**src/rtl/issue_alloc_unit.sv**
```systemverilog
// Issue/allocation stage: hands out one ROB slot and one RS entry per accepted
// instruction and tracks ROB head/tail/occupancy and RS busy bits internally.
module issue_alloc_unit #(
   parameter int ROB_DEPTH = 8,
   parameter int N_LS      = 6,
   parameter int N_ADD     = 3,
   parameter int N_MUL     = 2,
   localparam int RW       = $clog2(ROB_DEPTH),
   localparam int N_RS     = N_LS + N_ADD + N_MUL,
   localparam int SW       = $clog2(N_RS + 1)
) (
   input  logic            clk,
   input  logic            rst_n,
   input  logic            flush,
   input  logic            inst_valid,
   input  logic [2:0]      inst_op,
   output logic            inst_ready,
   output logic            struct_haz,
   input  logic            commit_valid,
   input  logic [N_RS-1:0] rs_release,
   output logic            issue_valid,
   output logic [RW-1:0]   issue_rob_idx,
   output logic [SW-1:0]   issue_rs_idx,
   output logic [RW:0]     rob_count,
   output logic [RW-1:0]   rob_head,
   output logic [31:0]     issue_cnt
);

   // Handshake: an instruction transfers on a cycle where inst_valid and
   // inst_ready are both high; inst_ready never looks at inst_valid.

   logic [RW-1:0]   tail_q;
   logic [N_RS-1:0] busy_q;
   logic [N_RS-1:0] cls_mask;
   logic [N_RS-1:0] free_vec;
   logic [N_RS-1:0] alloc_mask;
   logic [SW-1:0]   pick_idx;
   logic            pick_found;
   logic            is_ls, is_add, is_mul, legal;
   logic            rob_full, fire, legal_fire, commit_eff;

   assign is_ls  = (inst_op == 3'd4) || (inst_op == 3'd5);
   assign is_add = (inst_op == 3'd0) || (inst_op == 3'd1);
   assign is_mul = (inst_op == 3'd2) || (inst_op == 3'd3);
   assign legal  = is_ls | is_add | is_mul;

   always_comb begin
      cls_mask = '0;
      for (int i = 0; i < N_RS; i++) begin
         if (i < N_LS)              cls_mask[i] = is_ls;
         else if (i < N_LS + N_ADD) cls_mask[i] = is_add;
         else                       cls_mask[i] = is_mul;
      end
   end

   assign free_vec = ~busy_q & cls_mask;

   // Descending scan so the lowest free index in the class wins.
   always_comb begin
      pick_found = 1'b0;
      pick_idx   = SW'(N_RS);
      for (int i = N_RS - 1; i >= 0; i--) begin
         if (free_vec[i]) begin
            pick_found = 1'b1;
            pick_idx   = SW'(i);
         end
      end
   end

   assign rob_full   = (rob_count == (RW+1)'(ROB_DEPTH));
   assign inst_ready = ~flush & (~legal | (~rob_full & pick_found));
   assign struct_haz = inst_valid & ~inst_ready & ~flush;
   assign fire       = inst_valid & inst_ready;
   assign legal_fire = fire & legal;
   assign commit_eff = commit_valid & (rob_count != '0);
   assign alloc_mask = legal_fire ? ({{(N_RS-1){1'b0}}, 1'b1} << pick_idx) : '0;

   always_ff @(posedge clk or negedge rst_n) begin
      if (!rst_n) begin
         rob_head      <= '0;
         tail_q        <= '0;
         rob_count     <= '0;
         busy_q        <= '0;
         issue_valid   <= 1'b0;
         issue_rob_idx <= '0;
         issue_rs_idx  <= SW'(N_RS);
         issue_cnt     <= '0;
      end else if (flush) begin
         rob_head    <= '0;
         tail_q      <= '0;
         rob_count   <= '0;
         busy_q      <= '0;
         issue_valid <= 1'b0;
         issue_cnt   <= '0;
      end else begin
         busy_q <= (busy_q & ~rs_release) | alloc_mask;
         if (commit_eff) rob_head <= rob_head + RW'(1);
         if (legal_fire) begin
            tail_q    <= tail_q + RW'(1);
            issue_cnt <= issue_cnt + 32'd1;
         end
         case ({legal_fire, commit_eff})
            2'b10:   rob_count <= rob_count + (RW+1)'(1);
            2'b01:   rob_count <= rob_count - (RW+1)'(1);
            default: rob_count <= rob_count;
         endcase
         issue_valid <= legal_fire;
         if (legal_fire) begin
            issue_rob_idx <= tail_q;
            issue_rs_idx  <= pick_idx;
         end else if (fire) begin
            issue_rs_idx  <= SW'(N_RS);
         end
      end
   end

endmodule

```
**config.mk**
```make
export PLATFORM = sky130hd
export DESIGN_NAME = issue_alloc_unit
export DESIGN_NICKNAME = d
export VERILOG_FILES = /design/src/rtl/issue_alloc_unit.sv
export SDC_FILE = /design/constraint.sdc
export NUM_CORES = 1
export LEC_CHECK = 0
export CAP_MARGIN = 20
export CORE_MARGIN = 4
export CORE_UTILIZATION = 47
export CTS_CLUSTER_SIZE = 40
export DETAILED_ROUTE_END_ITERATION = 12
export PLACE_DENSITY = 0.77
export SKIP_LAST_GASP = 1
export SLEW_MARGIN = 40
export SYNTH_ARGS = -nofsm -noshare
export SYNTH_HDL_FRONTEND = slang
export SYNTH_SLANG_ARGS = --single-unit
```
**constraint.sdc**
```tcl
create_clock -name clk -period 2.56 [get_ports clk]
set_clock_uncertainty 0.2 [all_clocks]
set_input_delay 0.512 -clock clk [delete_from_list [all_inputs] [get_ports clk]]
set_output_delay 0.512 -clock clk [all_outputs]
set_load 0.02 [all_outputs]
```
==> results.yml, run 1 <==
run_status:
  run_status: "finished with violations"
  failed_checks: "negative setup slack"
power:
  vdd_ir_drop_max_uv: 414
  leakage_nw: 2.06
  power.density_cell_area_mw_per_mm2: 663
global_route:
  pin_count_of_the_biggest_net_entering_global_routing: 51
  global_route_wire_length_before_repair_mm: 15.2
  via_count_of_the_first_global_routing_pass: 3204
  grt_overall_usage_pct: 22.2
  overflow: 0
  grt_antenna_before_repair: 0
worst_setup_path:
  critical_path.reg2reg.startpoint: "rob_count[2]$_DFFE_PN0P_"
  crit_path_max_fanout: 5
  critical-path-max-stage-delay_ns: 0.47
  critical_path_capture_point_type: "register"
  critPathArrivalTime_ns: 2.60
  crit_slowest_cell: "o41a_1"
  ff2ff_path_depth: 11
  worst_ep_required_time_ns: 2.59
  r2r_slack_ns: -0.01
  worstSetupEndpoint: "rob_count[2]$_DFFE_PN0P_"
  reg2reg_capture_point: "rob_count[2]$_DFFE_PN0P_"
  timing.critical_path.cells: "buf_6 > o41a_1 > o31ai_2 > o21a_2 > xnor2_2 > ha_2 > nor2_1 > nand2_1 > or2_2 > o22ai_2 > a221o_1"
  worst_setup_startpoint: "rob_count[2]$_DFFE_PN0P_"
  timing_worst_setup_path_type: "reg2reg"
  setup.worst_path.start_class: "register"
final_layout:
  filler_cell_count: 517
  antennaDiodeCount: 0
  post_route_cells_drive_above_1_share_pct: 23.6
  final_design_area_no_fill_mm2: 0.00497
  area_delta_synth_final_pct: 47.3
  final_nets: 518
  final_util_pct: 72.4
drt:
  route.detailed.wl_per_inst_um: 16.0
  routed_wl_mm: 9.51
  number_of_nets_with_antenna_violations_after_detailed_routing: 0
  drt_first_pass_iters: 4
  drtIter0Drc: 218
  per_cell_via_count_in_the_routed_design: 5.64
  drc_errors: 0
  vias: 3358
cts:
  cts_tree: "yes"
  cts.root.buffer_cell: "clkbuf_8"
  clkTransAtPathRegs_ns: 0.07
  cts_buf_count: 9
  worst_skew_pair_later_pin_latency_ns: 0.35
  clockBufferDepth: 2
  clock_sinks: 61
  clock_tree.htree_level_count: 3
yosys:
  synthTopCellsByCount: "dfrtp_1, nand2_1, a21oi_1"
  syn-num-nets: 392
  netlist_instances: 368
  synthDominantCellAreaShare_pct: 43.0
  mappedNetlistArea_mm2: 0.00338
  yosys.area.top_type: "dfrtp_1"
  seq_area_frac_synth_pct: 45.3
  synth_ff_type: "dfrtp_1"
  post_synth_num_cell_types: 59
  ys.warnings.count: 0
  synth.avg_cell_area_um2: 9.17
  async_flop_share_pct: 100
  netlist_top_cells_area: "dfrtp_1, a21oi_1, nand2_1"
  count_of_flip_flops_with_a_built_in_enable_after_synthesis: 0
  yosys_register_bits: 61
  post-synth-top-count-cell: "dfrtp_1"
sta:
  final_critical_path_share_of_the_clock_period_pct: 100
  rsz0062_at_grt: "yes"
  final_period_minus_worst_setup_slack_ns: 2.57
  finalHoldViolCount: 0
  postLayoutSetupSlackWorst_ns: -0.0123
  setup_viol: 1
  transition_time_at_the_pin_with_the_least_slew_margin_ns: 0.556
  highest_clock_rate_mhz: 389
  pins_over_slew_limit: 0
  timing.slew.headroom_pct: 62.9
place:
  detailed_place_hpwl_mm: 6.40
  routability_driven_placement_congestion_ratio: 0.870
  io_buffers: 66
  detailed_place.area_mm2: 0.00451
die:
  dieArea_mm2: 0.00860
  floorplan.die.width_um: 92.8
  die_h_um: 92.8
  initial_utilization_pct: 49.1
  boundary_pin_count: 68
  design.core.area_mm2: 0.00687
  fp-row-count: 30
worst_hold_path:
  hold_class: "reg2reg"
  worstHoldStart: "issue_rob_idx[1]$_DFFE_PN0P_"
run:
  cap_viol_max_count: 0
## cell families (layout without fill, tap and decap cells)
kind of cell               count (synthesis)  after routing  share of synthesized area (%)
AOI/OAI and AO/OA                         99             99                           19.4
xor gates and xnor gates                   8              8                           2.08
adders and majority gates                  5              5                           1.85
buffers and inverters                     32            163                           4.26
DFF                                       61             61                           45.3
muxes                                      4              4                           1.22
and+or+nand+nor                          159            159                           25.8
## timing repair
item                                    CTS  global route
endpoints found under the setup margin   39            21
pin swaps                                13            13
setup buffers                             7             3
hold endpoints to repair                 18             0
cloned                                    0             1
resized for setup                        24            14
hold buffers                              1             0
## placed cells by master (no fill, tap or decap), types with 4 or more instances in the layout
| master | count |
|---|---|
| a21oi_1 | 31 |
| a22o_1 | 6 |
| buf_2 | 4 |
| buf_4 | 61 |
| clkbuf_8 | 10 |
| clkdlybuf4s50_1 | 60 |
| dfrtp_1 | 55 |
| inv_1 | 12 |
| nand2_1 | 38 |
| nand2b_1 | 12 |
| nand3_1 | 11 |
| nand3b_1 | 5 |
| nand4_1 | 7 |
| nor2_1 | 24 |
| nor2b_1 | 4 |
| nor3_1 | 9 |
| o21ai_0 | 14 |
| o31ai_1 | 15 |
| or3_1 | 11 |
| or4_1 | 14 |
| xnor2_1 | 5 |
## area by class of cell
cell class | count | area, µm² | share of cell area (%)
Clock inverter | 6 | 110 | 2.21
Sequential cell | 61 | 1530 | 30.9
Inverter | 14 | 52.6 | 1.06
Tap cell | 96 | 120 | 2.42
Timing Repair Buffer | 133 | 1190 | 23.9
Multi-Input combinational cell | 275 | 1830 | 36.8
Clock buffer | 10 | 138 | 2.77
## power breakdown
part           internal, mW  switching [mW]
combinational         0.575           0.534
clock                 0.671           0.412
sequential             1.05          0.0533
## metrics by stage
| stage | setup TNS, ns | cells | setup WS, ns | hold slack, ns | power, mW |
|---|---|---|---|---|---|
| 2_1_floorplan | 0 | 368 | 0.000913 | 0.0164 | 1.62 |
| 3_3_place_gp | -19.07 | 567 | -0.599 | 0.259 | 2.01 |
| 3_5_place_dp | -22.66 | 567 | -0.655 | 0.266 | 2.03 |
| 4_1_cts | -0.0329 | 591 | -0.0155 | 0.283 | 3.21 |
| 5_1_grt | -0.546 | 595 | -0.122 | 0.291 | 3.45 |
| 6_report | -0.0123 | 595 | -0.0123 | 0.280 | 3.29 |
## metal layers
layer	track usage, %	vias up	wire (µm)
met3	3.41	14	386
met2	36.6	75	4650
met5	0	-	0
met4	10.0	0	197
met1	28.9	1642	4280
li1	-	1627	-
## how the worst min path moves through the flow
| stage | to | slack, ns | cells after the start |
|---|---|---|---|
| floorplan | busy_q[0]$_DFF_PN0_ | 0.02 | 0 |
| global route | tail_q[2]$_DFFE_PN0P_ | 0.29 | 1 |
| global placement | issue_rob_idx[2]$_DFFE_PN0P_ | 0.26 | 2 |
| finish | issue_rob_idx[1]$_DFFE_PN0P_ | 0.28 | 2 |
| detailed placement | issue_cnt[31]$_DFFE_PN0P_ | 0.27 | 1 |
| CTS | issue_rob_idx[1]$_DFFE_PN0P_ | 0.28 | 2 |
## state kept, by name, summed over array words and instances (netlist names)
| register | flops |
|---|---|
| rob_head | 3 |
| busy_q | 11 |
| tail_q | 3 |
| rob_count | 4 |
| issue_rs_idx | 4 |
| issue_rob_idx | 3 |
| issue_valid | 1 |
| issue_cnt | 32 |
## critical path, delay by kind of cell (launching register included)
| kind | cells | cell delay (ns) |
|---|---|---|
| buffers and inverters | 1 | 0.13 |
| XOR/XNOR | 1 | 0.12 |
| AND/OR/NAND/NOR | 3 | 0.27 |
| flip-flops | 1 | 0.41 |
| AO/OA/AOI/OAI | 5 | 1.11 |
| adder cells (fa/ha/maj) | 1 | 0.20 |
No activity file was read; power rests on OpenSTA's default activity.
==> run 2, diff against run 1 <==
--- a/config.mk
+++ b/config.mk
@@ -5,6 +5,7 @@
 export SDC_FILE = /design/constraint.sdc
 export NUM_CORES = 1
 export LEC_CHECK = 0
+export ABC_AREA = 0
 export CAP_MARGIN = 20
 export CORE_MARGIN = 4
 export CORE_UTILIZATION = 47
==> results of run 2 <==
No change in the layout: final DEF, timing and power equal those of run 1.
